`config.mk`:
```
export PLATFORM = sky130hd
export DESIGN_NAME = cordic_scheduler
export DESIGN_NICKNAME = d
export VERILOG_FILES = /design/src/rtl/cordic_pkg.sv /design/src/rtl/cordic_scheduler_rr_arbiter.sv /design/src/rtl/cordic_scheduler.sv
export SDC_FILE = /design/constraint.sdc
export NUM_CORES = 1
export LEC_CHECK = 0
export ABC_AREA = 1
export CAP_MARGIN = 20
export CORE_ASPECT_RATIO = 1.75
export CORE_MARGIN = 4
export CORE_UTILIZATION = 42
export CTS_BUF_LIST = sky130_fd_sc_hd__clkbuf_4 sky130_fd_sc_hd__clkbuf_8 sky130_fd_sc_hd__clkbuf_16
export CTS_CLUSTER_DIAMETER = 100
export CTS_CLUSTER_SIZE = 8
export DETAILED_ROUTE_END_ITERATION = 10
export PLACE_DENSITY = 0.83
export SYNTH_ARGS = -nofsm -noshare
export SYNTH_HDL_FRONTEND = slang
export SYNTH_SLANG_ARGS = --single-unit
```
`constraint.sdc`:
```
create_clock -name clk -period 3.09 [get_ports clk]
set_input_delay 0.7725 -clock clk [delete_from_list [all_inputs] [get_ports clk]]
set_output_delay 0.7725 -clock clk [all_outputs]
set_load 0.05 [all_outputs]
```
`src/rtl/cordic_pkg.sv`:
```
// Shared types and default sizing for the CORDIC request scheduler.
package cordic_pkg;

  typedef enum logic [1:0] {
    IDLE  = 2'd0,
    ISSUE = 2'd1,
    WAIT  = 2'd2,
    RESP  = 2'd3
  } sched_state_e;

  localparam int DEF_NUM_REQ     = 4;
  localparam int DEF_POINT_WIDTH = 16;
  localparam int DEF_ANGLE_WIDTH = 16;
  localparam int DEF_TIMEOUT     = 64;

endpackage

```
`src/rtl/cordic_scheduler_rr_arbiter.sv`:
```
// Round-robin arbiter: grants the lowest requesting index at or after ptr,
// wrapping modulo N. Purely combinational.
module rr_arbiter #(
  parameter int N = 4
) (
  input  logic [N-1:0]         req,
  input  logic [$clog2(N)-1:0] ptr,
  output logic [N-1:0]         grant
);

  localparam int IDX_W = $clog2(N);

  logic               found;
  logic [IDX_W:0]     pos_sum;
  logic [IDX_W-1:0]   pos;

  // Walk the requesters starting at ptr and pick the first one asserted.
  always_comb begin
    grant   = '0;
    found   = 1'b0;
    pos_sum = '0;
    pos     = '0;
    for (int k = 0; k < N; k++) begin
      pos_sum = {1'b0, ptr} + (IDX_W+1)'(k);
      if (pos_sum >= (IDX_W+1)'(N)) begin
        pos_sum = pos_sum - (IDX_W+1)'(N);
      end
      pos = pos_sum[IDX_W-1:0];
      if (!found && req[pos]) begin
        grant[pos] = 1'b1;
        found      = 1'b1;
      end
    end
  end

endmodule

```
`src/rtl/cordic_scheduler.sv`:
```
// Shares a single iterative CORDIC core among NUM_REQ requesters: round-robin
// accept, one-cycle start pulse, watchdog-guarded wait for done, and a
// one-hot valid/ready response back to the requester that was granted.
module cordic_scheduler
  import cordic_pkg::*;
#(
  parameter int NUM_REQ     = DEF_NUM_REQ,
  parameter int POINT_WIDTH = DEF_POINT_WIDTH,
  parameter int ANGLE_WIDTH = DEF_ANGLE_WIDTH,
  parameter int TIMEOUT     = DEF_TIMEOUT
) (
  input  logic                                  clk,
  input  logic                                  rst,
  input  logic [NUM_REQ-1:0]                    req_valid,
  output logic [NUM_REQ-1:0]                    req_ready,
  input  logic [NUM_REQ-1:0][POINT_WIDTH-1:0]   req_x,
  input  logic [NUM_REQ-1:0][POINT_WIDTH-1:0]   req_y,
  input  logic [NUM_REQ-1:0][ANGLE_WIDTH-1:0]   req_z,
  output logic                                  core_start,
  output logic signed [POINT_WIDTH-1:0]         core_x,
  output logic signed [POINT_WIDTH-1:0]         core_y,
  output logic signed [ANGLE_WIDTH-1:0]         core_z,
  input  logic                                  core_done,
  input  logic signed [POINT_WIDTH-1:0]         core_x_out,
  input  logic signed [POINT_WIDTH-1:0]         core_y_out,
  input  logic signed [ANGLE_WIDTH-1:0]         core_z_out,
  output logic [NUM_REQ-1:0]                    resp_valid,
  input  logic [NUM_REQ-1:0]                    resp_ready,
  output logic signed [POINT_WIDTH-1:0]         resp_x,
  output logic signed [POINT_WIDTH-1:0]         resp_y,
  output logic signed [ANGLE_WIDTH-1:0]         resp_z,
  output logic                                  resp_err,
  output logic                                  busy
);

  localparam int IDX_W = $clog2(NUM_REQ);
  localparam int CNT_W = $clog2(TIMEOUT + 1);

  sched_state_e                  state_q, state_d;
  logic [IDX_W-1:0]              rr_ptr_q, rr_ptr_d;
  logic [IDX_W-1:0]              gnt_idx_q, gnt_idx_d;
  logic [CNT_W-1:0]              wd_cnt_q, wd_cnt_d;
  logic signed [POINT_WIDTH-1:0] core_x_q, core_x_d;
  logic signed [POINT_WIDTH-1:0] core_y_q, core_y_d;
  logic signed [ANGLE_WIDTH-1:0] core_z_q, core_z_d;
  logic signed [POINT_WIDTH-1:0] resp_x_q, resp_x_d;
  logic signed [POINT_WIDTH-1:0] resp_y_q, resp_y_d;
  logic signed [ANGLE_WIDTH-1:0] resp_z_q, resp_z_d;
  logic                          resp_err_q, resp_err_d;

  logic [NUM_REQ-1:0]            arb_grant;
  logic [IDX_W-1:0]              arb_idx;
  logic                          accept;
  logic [CNT_W-1:0]              wd_cnt_inc;
  logic                          timeout_hit;

  rr_arbiter #(
    .N (NUM_REQ)
  ) u_arb (
    .req   (req_valid),
    .ptr   (rr_ptr_q),
    .grant (arb_grant)
  );

  // Encode the one-hot grant, and derive acceptance and watchdog expiry.
  always_comb begin
    arb_idx = '0;
    for (int i = 0; i < NUM_REQ; i++) begin
      if (arb_grant[i]) begin
        arb_idx = IDX_W'(i);
      end
    end
    accept      = (state_q == IDLE) && (|(req_valid & arb_grant));
    wd_cnt_inc  = wd_cnt_q + 1'b1;
    timeout_hit = (wd_cnt_inc == CNT_W'(TIMEOUT));
  end

  // State, pointer, watchdog and operand/result registers.
  always_ff @(posedge clk) begin
    if (rst) begin
      state_q    <= IDLE;
      rr_ptr_q   <= '0;
      gnt_idx_q  <= '0;
      wd_cnt_q   <= '0;
      core_x_q   <= '0;
      core_y_q   <= '0;
      core_z_q   <= '0;
      resp_x_q   <= '0;
      resp_y_q   <= '0;
      resp_z_q   <= '0;
      resp_err_q <= 1'b0;
    end else begin
      state_q    <= state_d;
      rr_ptr_q   <= rr_ptr_d;
      gnt_idx_q  <= gnt_idx_d;
      wd_cnt_q   <= wd_cnt_d;
      core_x_q   <= core_x_d;
      core_y_q   <= core_y_d;
      core_z_q   <= core_z_d;
      resp_x_q   <= resp_x_d;
      resp_y_q   <= resp_y_d;
      resp_z_q   <= resp_z_d;
      resp_err_q <= resp_err_d;
    end
  end

  // Next-state logic; core_done is only looked at while waiting on the core.
  always_comb begin
    state_d    = state_q;
    rr_ptr_d   = rr_ptr_q;
    gnt_idx_d  = gnt_idx_q;
    wd_cnt_d   = wd_cnt_q;
    core_x_d   = core_x_q;
    core_y_d   = core_y_q;
    core_z_d   = core_z_q;
    resp_x_d   = resp_x_q;
    resp_y_d   = resp_y_q;
    resp_z_d   = resp_z_q;
    resp_err_d = resp_err_q;
    case (state_q)
      IDLE: begin
        if (accept) begin
          gnt_idx_d = arb_idx;
          core_x_d  = req_x[arb_idx];
          core_y_d  = req_y[arb_idx];
          core_z_d  = req_z[arb_idx];
          state_d   = ISSUE;
        end
      end
      ISSUE: begin
        wd_cnt_d = '0;
        state_d  = WAIT;
      end
      WAIT: begin
        // Saturate rather than wrap so a late done can never alias a fresh count.
        if (wd_cnt_q != CNT_W'(TIMEOUT)) begin
          wd_cnt_d = wd_cnt_inc;
        end
        if (core_done) begin
          resp_x_d   = core_x_out;
          resp_y_d   = core_y_out;
          resp_z_d   = core_z_out;
          resp_err_d = 1'b0;
          state_d    = RESP;
        end else if (timeout_hit) begin
          resp_x_d   = '0;
          resp_y_d   = '0;
          resp_z_d   = '0;
          resp_err_d = 1'b1;
          state_d    = RESP;
        end
      end
      RESP: begin
        if (resp_ready[gnt_idx_q]) begin
          rr_ptr_d = (gnt_idx_q == IDX_W'(NUM_REQ - 1)) ? '0 : gnt_idx_q + 1'b1;
          state_d  = IDLE;
        end
      end
      default: begin
        state_d = IDLE;
      end
    endcase
  end

  // Outputs decoded from the current state and held registers.
  always_comb begin
    req_ready  = (state_q == IDLE) ? arb_grant : '0;
    core_start = (state_q == ISSUE);
    resp_valid = '0;
    if (state_q == RESP) begin
      resp_valid[gnt_idx_q] = 1'b1;
    end
    busy       = (state_q != IDLE);
    core_x     = core_x_q;
    core_y     = core_y_q;
    core_z     = core_z_q;
    resp_x     = resp_x_q;
    resp_y     = resp_y_q;
    resp_z     = resp_z_q;
    resp_err   = resp_err_q;
  end

endmodule

```
==> reports/metrics.cfg <==
[status]
outcome = complete, no violations

[synthesis]
yosys_warnings = 0
syn_area_sq_um = 7340
postSynthNetCount = 1558
synthCells = 1291
synth_area_leaders = dfxtp_1 (30%), nand2_1 (20%), nand3_1 (15%), inv_1 (14%), nor2_1 (5.5%)
synth-compound-area-share = 0.0523
yosysUniqueCellTypes = 29
synthArstFlopShare = 0
synthSimpleGateAreaFrac = 0.427
synth-adder-area-share = 0.0273
synth_seq_area_share = 0.300
synth-edff-count = 0
synth_top_family_by_area = simple AND/OR/NAND/NOR gates
yosysTopAreaCell = dfxtp_1
yosys_register_bits = 110
synth_mux_area_frac = 0
ys.flop_type = dfxtp_1
synth.avg_cell_area_sq_um = 5.69
synth_top_area_share = 0.300
yosys.area_share.xor_xnor = 0.00477

[critical_path]
worst-path-max-fanout = 4
worstSetupPathType = in -> out
r2r_cells = 17
worst_ep_required_time_ns = 2.32
critPathSlowestCell = dlygate4sd2_1
cp-start-kind = input pin
slowest_delay_ns = 0.27
arrival_ns = 2.18
worst-path-buf-inv = 5
worstSetupEndpointType = primary output
path_cells = dlygate4sd2_1, nand2_1, nand3_2, nand2_4, buf_4, nand3_1, nand2_1, inv_1, a31oi_1, buf_4, buf_12
path_depth = 11
crit_family = buffers and inverters
reg2reg_slack_ns = 0.62

[global_route]
track_usage = 0.253
grt_pass1_vias = 8171
grt_pass1_wl_microns = 39700
grt_max_degree = 77
gr-total-overflow = 0
antenna_found_initial = 1

[floorplanning]
row_count = 63
start_util = 0.431
design.core.area_sq_um = 17000
pin_count = 358
dieWidth_microns = 108
chipHeight_microns = 183
die-area_sq_um = 19700

[placed_design]
place.gp.congestion = 0.903
numPortBuffers = 357
dpl-instance-area_sq_um = 11300
dp_hpwl_microns = 20800

[cts]
cts_tree = yes
clk_pin_slew_ns = 0.07
cts.path.max_buffers = 2
numClockSinks = 110
htree_levels = 3
insertion_delay_ns = 0.35
post_cts_buffers = 0
cts_buffers = 9
root_buffer = clkbuf_16

[route]
vias_per_cell = 4.70
drtAntennaViolNets = 0
wl_per_cell_microns = 14.0
drt_wl_total_microns = 26000
drtIter0Drc = 438
drc = 0
vias = 8709
drt-pass1-iter-count = 4

[power]
power_mw = 8.78
ir_worst_vdd_v = 0.000417
p_leak_nw = 5.75
p_per_area_nw_per_um2 = 758

[timing]
worstMarginPinSlew_ns = 0.622
timing.fmax_mhz = 339
period_minus_slack_ns = 2.95
slew_viol_final = 0
finalSetupViolCount = 0
hold_viol = 0
slew_headroom = 0.584
rsz0062_at_grt = no
period_share = 0.954
clock_skew_ns = 0.00787

[layout]
nets = 1888
area_growth_pct = 57.6
nFillCells = 1512
drive_above_1_share = 0.0498
final_area_sq_um = 11600

[hold_path]
hold_class = reg -> reg
min_delay_path_depth = 2

[job]
drv_cap = 0

per-stage QoR:
| stage | util | setup TNS (ns) | hold WS, ns | instances | worst slack (ns) |
|---|---|---|---|---|---|
| 3_3_place_gp | 0.661 | -0.381 | 0.447 | 1837 | -0.115 |
| 3_5_place_dp | 0.661 | -1.36 | 0.452 | 1837 | -0.107 |
| 5_1_grt | 0.680 | 0 | 0.477 | 1853 | 0.00998 |
| 6_report | 0.680 | 0 | 0.460 | 1853 | 0.141 |
| 2_1_floorplan | - | 0 | 0.441 | 1291 | 0.00452 |
| 4_1_cts | 0.678 | 0 | 0.463 | 1852 | 0.0298 |
cells in the final DEF, fill, tap and decap left out, types with 2 or more instances in the layout:
cell / Yosys / layout
o21ai_0: 6 / 6
or2_2: 2 / 2
nand2_4: 3 / 4
nand3_2: 4 / 4
nor2_1: 108 / 107
dfxtp_1: 110 / 109
nand4_1: 2 / 2
nand2_1: 394 / 394
buf_12: 0 / 12
nor3_1: 3 / 3
clkbuf_16: 0 / 9
inv_1: 267 / 267
clkinv_1: 2 / 2
a21oi_1: 63 / 63
nand3_1: 217 / 217
buf_4: 4 / 24
nor2_4: 1 / 4
clkbuf_8: 0 / 3
clkdlybuf4s50_1: 0 / 348
inv_2: 8 / 7
nand2_2: 3 / 2
xor2_1: 3 / 3
dlygate4sd2_1: 0 / 4
ha_1: 16 / 15
cell usage after synthesis, types with 3 or more instances:
library cell,count
nand2_2,3
a21oi_1,63
buf_4,4
xor2_1,3
o21ai_0,6
buf_2,29
dfxtp_1,110
nand2_4,3
nand2_1,394
inv_2,8
inv_1,267
nor3_1,3
buf_6,4
ha_1,16
clkbuf_1,32
nand3_2,4
nor2_1,108
nand3_1,217
where the power goes:
part	total (mW)	internal (mW)	switching, mW
sequential	1.99	1.78	0.211
combinational	5.66	2.06	3.61
clock	1.12	0.620	0.503
total	8.78	4.46	4.32
final timing paths:
path / startpoint / to
max: req_valid[1] / req_ready[0]
min: resp_z[5] / resp_z[5]
max reg2reg: rr_ptr_q[0] / core_x[8]
min reg2reg: resp_z[5] / resp_z[5]
sequential cells by signal, indices dropped and copies added (netlist names):
| register | count |
|---|---|
| state_q | 2 |
| wd_cnt_q | 7 |
| resp_y | 16 |
| rr_ptr_q | 2 |
| core_y | 16 |
| resp_x | 16 |
| resp_z | 16 |
| core_x | 16 |
| core_z | 16 |
| gnt_idx_q | 2 |
| resp_err | 1 |
per-layer routing:
metal | GRT usage | wire length (microns) | vias to the layer above | share of wire
met3 | 0.0740 | 2270 | 66 | 0.087
met4 | 0.126 | 1290 | 0 | 0.050
met1 | 0.246 | 9090 | 3760 | 0.35
li1 | - | - | 4519 | -
met2 | 0.475 | 13300 | 364 | 0.51
met5 | 0 | 0 | - | 0
cell families (layout without fill, tap and decap cells):
| kind of cell | after synthesis | count (layout) |
|---|---|---|
| xor gates and xnor gates | 4 | 4 |
| adders and majority gates | 16 | 16 |
| buffers and inverters | 348 | 682 |
| other | 0 | 1 |
| AOI/OAI and AO/OA | 73 | 73 |
| and+or+nand+nor | 740 | 740 |
| DFF | 110 | 110 |
layout make-up:
type / instances / area, sq um / share of cell area
Clock buffer: 13 / 274 / 0.0237
Timing Repair Buffer: 390 / 3960 / 0.342
Tap cell: 227 / 284 / 0.0245
Inverter: 277 / 1040 / 0.0901
Clock inverter: 2 / 16.3 / 0.00141
Sequential cell: 110 / 2200 / 0.190
Antenna cell: 1 / 2.50 / 0.000216
Multi-Input combinational cell: 833 / 3790 / 0.328
repair_timing:
| action | CTS | global route |
|---|---|---|
| hold buffers | 0 | 0 |
| endpoints found under the setup margin | 4 | 4 |
| resized for setup | 7 | 3 |
| pin swaps | 5 | 0 |
worst register-to-register path, stage by stage, from the launching register on:
cell	delay, ns
dfxtp_2	0.35
inv_4	0.07
ha_4	0.29
inv_1	0.07
nand3_1	0.10
nand2_1	0.09
nand2_4	0.09
inv_2	0.05
nand3_1	0.08
nand3_2	0.10
inv_2	0.09
buf_4	0.18
buf_12	0.29
nand3_1	0.19
nand3_1	0.10
nand2_1	0.09
nor2_1	0.09
nor2_1	0.04
No activity file was read; power rests on OpenSTA's default activity.
==> patch 1 (config.mk and constraints unchanged) <==
Make the reset (`rst`) asynchronous in one clocked block.
--- a/src/rtl/cordic_scheduler.sv
+++ b/src/rtl/cordic_scheduler.sv
@@ -78,3 +78,3 @@
   // State, pointer, watchdog and operand/result registers.
-  always_ff @(posedge clk) begin
+  always_ff @(posedge clk or posedge rst) begin
     if (rst) begin
Formal check against the unedited RTL: differs if rst is asserted again (counterexample within 4 cycles, from zero or initial values and one cycle with rst high); with rst held inactive, the same outputs for 4 cycles.
==> patch 1 against the original RTL <==
Area after synthesis shrank 0.51%. Critical path depth unchanged. Highest routed layer unchanged. Count of clock-buffer cells in the layout down 3. Final area is 0.83% higher. Worst setup slack gained 0.023 ns. Largest cell class unchanged. Routed wire length is 7.9% higher. Sequential cell count did not move. Critical endpoint is now req_ready[3].
Power is not compared: it rests on default switching activity, and its combinational part moved more than twofold at a synthesized area within 25%.
==> patch 1: results (changes against the original RTL) <==
| Metric | Value |
|---|---|
| Status | finished clean (unchanged) |
| N_diodes | 0 (was 1) |
| Largest net degree at the start of global routing | 111 (was 77) |
| Synth unique cells | 33 (was 29) |
| Hold path start | core_z[13] (was resp_z[5]) |
| First-pass GRT wire length | 42.8 mm (was 39.7 mm) |
| GRT Overall Usage | 27.8% (was 25.3%) |
| Fraction of registers with async set/reset | 100% (was 0%) |
| Share of post-route cells with drive strength above 1 | 6.02% (was 4.98%) |
| Worst r2r src | rr_ptr_q[0] (unchanged) |
| Worst-case reg-to-reg path depth | 17 (unchanged) |
| Largest cells by area after synthesis | dfrtp_1 38%, nand2_1 23%, nor2_1 10% (was dfxtp_1 30%, nand2_1 20%, nand3_1 15%) |
| WP data arrival | 2.15 ns (was 2.18 ns) |
| Clk Latency, worst-skew pair | 0.35 ns (about the same) |
| Hpwl dp | 21.8 mm (was 20.8 mm) |
| Place WS | -0.0891 ns (was -0.107 ns) |
| Hold EP | core_z[13] (was resp_z[5]) |
| Final wirelength | 28.1 mm (was 26.0 mm) |
| Initial drt markers | 462 (was 438) |
| TritonRoute pass-1 iters | 5 (was 4) |
| Post-synth top cells | 450 x nand2_1, 204 x nor2_1, 110 x dfrtp_1, 75 x inv_1, 69 x nand3_1 (was 394 x nand2_1, 267 x inv_1, 217 x nand3_1, 110 x dfxtp_1, 108 x nor2_1) |
| # H-tree levels | 3 (unchanged) |
| Hold Path Cell Cnt | 2 (unchanged) |
| Yosys warnings | 0 (unchanged) |
| Slew @ Worst Pin | 0.647 ns (was 0.622 ns) |
| Synth area leader | dfrtp_1 (was dfxtp_1) |
| Syn Nets | 1401 (was 1558) |
| Number of flops mapped to enable cells by yosys | 0 (unchanged) |
| Initial antenna violation count | 0 (was 1) |
| Total CTS buffers | 9 (unchanged) |
| Via count of the first global-routing pass | 8383 (was 8171) |
| Prevailing post-synth register cell | dfrtp_1 (was dfxtp_1) |
| R2r setup slk | 0.59 ns (was 0.62 ns) |
| Sequential share of the synthesized area | 37.7% (was 30.0%) |
| Non-filler cells, final | 1706 (was 1853) |
| Post-Route Skew | 0.0151 ns (was 0.00787 ns) |
| Post-DP Area | 11300 um^2 (about the same) |
| Setup violators final | 0 (unchanged) |
| Post-synthesis area per instance | 6.45 um^2 (was 5.69 um^2) |
| Max FO, Critical Path | 5 (was 4) |
| RR Endpoint | core_y[8] (was core_x[8]) |
| Via/cell ratio | 4.98 (was 4.70) |
| Final GP Congestion | 0.943 (was 0.903) |
==> patch 1: cell types whose count changed in the layout (fill, tap and decap cells not counted), sizes merged, moves of 49 or more <==
cell	before	now
inv	275	82
nand3	221	71
dfrtp	0	110
dfxtp	110	0
nor2	111	208
a21oi	63	3
nand2	400	454
o21ai	7	57
nand3b	0	49
==> patch 1: worst max-delay path by stage <==
stage	endpoint	slack, ns	cells past startpoint
final	req_ready[3]	0.16	11
after global routing	req_ready[2]	0.02	12
after CTS	req_ready[2]	0.003	12
after detailed placement	req_ready[0]	-0.09	9
after global placement	req_ready[2]	-0.1	11
after floorplan	req_ready[0]	0.0005	9
==> patch 1: metrics by stage <==
| step | hold slack (ns) | power [mW] | utilization (%) |
|---|---|---|---|
| 6_report | 0.478 | 16.4 | 68.5 |
| 5_1_grt | 0.504 | 17.7 | 68.5 |
| 4_1_cts | 0.484 | 16.4 | 68.2 |
| 3_5_place_dp | 0.464 | 15.1 | 66.3 |
| 3_3_place_gp | 0.461 | 14.9 | 66.3 |
| 2_1_floorplan | 0.490 | 10.9 | - |
==> patch 1: timing repair <==
action,CTS,global route
setup endpoints to repair,4,4
buffers inserted,1,4
hold endpoints to repair,0,0
gates resized for setup,11,6
pin swaps,2,2
==> patch 1: cell type report <==
| cell class | count | area, um^2 |
|---|---|---|
| sequential | 110 | 2750 |
| clock buffer | 10 | 239 |
| inverter | 82 | 317 |
| clock inverter | 6 | 60.1 |
| timing repair buffer | 397 | 4060 |
| fill | 1488 | 5360 |
| tap | 227 | 284 |
| multi-input combinational | 874 | 3950 |
==> patch 1: metal layers <==
metal / global-route usage [%] / vias up / routed length, um
met5: 0 / - / 0
met4: 11.5 / 0 / 1190
met3: 5.70 / 67 / 2050
met2: 52.4 / 372 / 15000
met1: 29.2 / 3888 / 9860
li1: - / 4168 / -
==> patch 1: kinds of logic (layout without fill, tap and decap cells) <==
family / Yosys count / count (layout) / share of synthesized area, %
DFF: 110 / 110 / 37.7
buffers and inverters: 149 / 495 / 9.10
adders and majority gates: 17 / 17 / 2.91
AOI/OAI and AO/OA: 65 / 65 / 4.62
xor gates and xnor gates: 4 / 4 / 0.480
and+or+nand+nor: 788 / 788 / 45.2
==> patch 1: report_power, final <==
group	internal (mW)	switching, mW
sequential	2.11	0.372
clock	0.591	0.577
combinational	4.50	8.22
==> patch 1: critical path: cells and delay by family <==
family,cells,cell delay (ns)
simple gates,8,0.88
buf+inv,3,0.50
==> patch 2 (config.mk and constraints unchanged) <==
Made on the original files. The 4 states of `sched_state_e` get a one-hot encoding in 4 bits.
--- a/src/rtl/cordic_pkg.sv
+++ b/src/rtl/cordic_pkg.sv
@@ -3,7 +3,7 @@
 
-  typedef enum logic [1:0] {
-    IDLE  = 2'd0,
-    ISSUE = 2'd1,
-    WAIT  = 2'd2,
-    RESP  = 2'd3
+  typedef enum logic [3:0] {
+    IDLE  = 4'b0001,
+    ISSUE = 4'b0010,
+    WAIT  = 4'b0100,
+    RESP  = 4'b1000
   } sched_state_e;
Function: same outputs for any inputs over 4 cycles, from zero or initial values and one cycle with rst high; so few cycles prove little.
==> patch 2 against the original RTL <==
Area after synthesis fell by 0.34%. Maximum frequency rose by 1.5%. Register-to-register slack got worse by 0.13 ns. Final area rose by 0.84%. Worst setup slack improved by 0.043 ns. Sequential cell count rose by 2. Sequential share of layout area rose by 0.17 points. Routed wire length rose by 2.9%. Non-clock buffer count rose by 5. Critical path type is now reg2out.
Power is not compared: it rests on default switching activity, and its combinational part moved more than twofold at a synthesized area within 25%.
==> patch 2: results (changes against the original RTL) <==
| Metric | Value |
|---|---|
| Max FO, Critical Path | 6 (was 4) |
| Clk Latency, worst-skew pair | 0.35 ns (about the same) |
| Buffers, non-clock | 395 (was 390) |
| Hold WS | 0.460 ns (about the same) |
| Status | finished clean (unchanged) |
| Met1 Track Usage GR | 26.2% (was 24.6%) |
| Buffers on Ports | 357 (unchanged) |
| Crit. Startpoint | state_q[2] (was req_valid[1]) |
| Multi-input combinational cell count | 830 (was 833) |
| M2 GR Usage | 50.3% (was 47.5%) |
| Initial drt markers | 383 (was 438) |
| Post-Route Skew | 0.0124 ns (was 0.00787 ns) |
| Storage element area | 2240 um^2 (was 2200 um^2) |
| Clock power frac | 26.4% |
| Inverters | 278 (was 277) |
| Final wirelength | 26.8 mm (was 26.0 mm) |
| Flop and latch count out of synthesis | 112 (was 110) |
| R2r setup slk | 0.49 ns (was 0.62 ns) |
| # fillers | 1540 (was 1512) |
| Sequential share of the synthesized area | 30.6% (was 30.0%) |
| Worst r2r src | rr_ptr_q[1] (was rr_ptr_q[0]) |
| Wl on met1 | 9.43 mm (was 9.09 mm) |
| Crit path to | busy (was req_ready[0]) |
| Worst-case reg-to-reg path depth | 18 (was 17) |
| Prevailing post-synth register cell | dfxtp_1 (unchanged) |
| Fraction of registers with async set/reset | 0% (unchanged) |
| Clock transition at the registers of the reported paths | 0.07 ns (about the same) |
| Hold path start | resp_z[3] (was resp_z[5]) |
| WP data arrival | 2.13 ns (was 2.18 ns) |
| N_diodes | 1 (unchanged) |
| Met3 Resource Use GR | 7.12% (was 7.40%) |
| Fraction of area in multi-input gates | 32.5% (was 32.8%) |
| Via/cell ratio | 4.77 (was 4.70) |
| Slowest cell on crit path | clkdlybuf4s50_1 (was dlygate4sd2_1) |
| GRT Overall Usage | 26.6% (was 25.3%) |
| Final GP Congestion | 0.926 (was 0.903) |
| ClkCell Share | 2.61% (was 2.51%) |
| Slowest stage delay, CP | 0.91 ns (was 0.27 ns) |
| Syn Nets | 1555 (was 1558) |
| Hpwl dp | 21.3 mm (was 20.8 mm) |
| Post-synth top cells | 389 x nand2_1, 267 x inv_1, 219 x nand3_1, 117 x nor2_1, 112 x dfxtp_1 (was 394 x nand2_1, 267 x inv_1, 217 x nand3_1, 110 x dfxtp_1, 108 x nor2_1) |
| Clock buf count | 10 (was 13) |
| Slew HR | 36.0% (was 58.4%) |
| TritonRoute pass-1 iters | 5 (was 4) |
| First-pass GRT wire length | 42.0 mm (was 39.7 mm) |
| Via count of the first global-routing pass | 8655 (was 8171) |
| Hold EP | resp_z[3] (was resp_z[5]) |
| Share of post-route cells with drive strength above 1 | 5.52% (was 4.98%) |
| Met2 WL | 13.9 mm (was 13.3 mm) |
| Largest net degree at the start of global routing | 74 (was 77) |
| Buffer share of cell area | 34.3% (was 34.2%) |
| Met3 wire length | 2.25 mm (was 2.27 mm) |
| Synth unique cells | 30 (was 29) |
| Nets | 1889 (was 1888) |
| Largest cells by area after synthesis | dfxtp_1 31%, nand2_1 20%, nand3_1 15% (was dfxtp_1 30%, nand2_1 20%, nand3_1 15%) |
-- patch 2: changes by cell type in the layout (fill, tap and decap cells not counted), sizes merged, moves of 3 or more --
cell,before,now
nor2,111,120
nand2,400,393
buf,38,43
ha,16,12
clkbuf,13,10
inv,275,278
o21ai,7,4
-- patch 2: through the flow --
stage | setup WS, ns | utilization, % | instance area, um^2 | cells
finish | 0.184 | 68.5 | 11700 | 1859
global route | 0.0265 | 68.5 | 11700 | 1859
CTS | 0.00586 | 68.4 | 11700 | 1858
detailed placement | -0.110 | 66.3 | 11300 | 1842
global placement | -0.0768 | 66.3 | 11300 | 1842
floorplan | 0.00450 | - | 7320 | 1292
-- patch 2: kinds of logic after synthesis --
family,synth area share (%)
simple gates,42.9
buf+inv,18.8
flops,30.6
compound gates,5.20
fa+ha+maj,2.05
xor+xnor,0.479
-- patch 2: timing repair --
item | in CTS | in global routing
hold buffers | 0 | 0
pin swaps | 3 | 0
gates cloned | 0 | 0
resized for setup | 14 | 5
setup endpoints to repair | 4 | 4
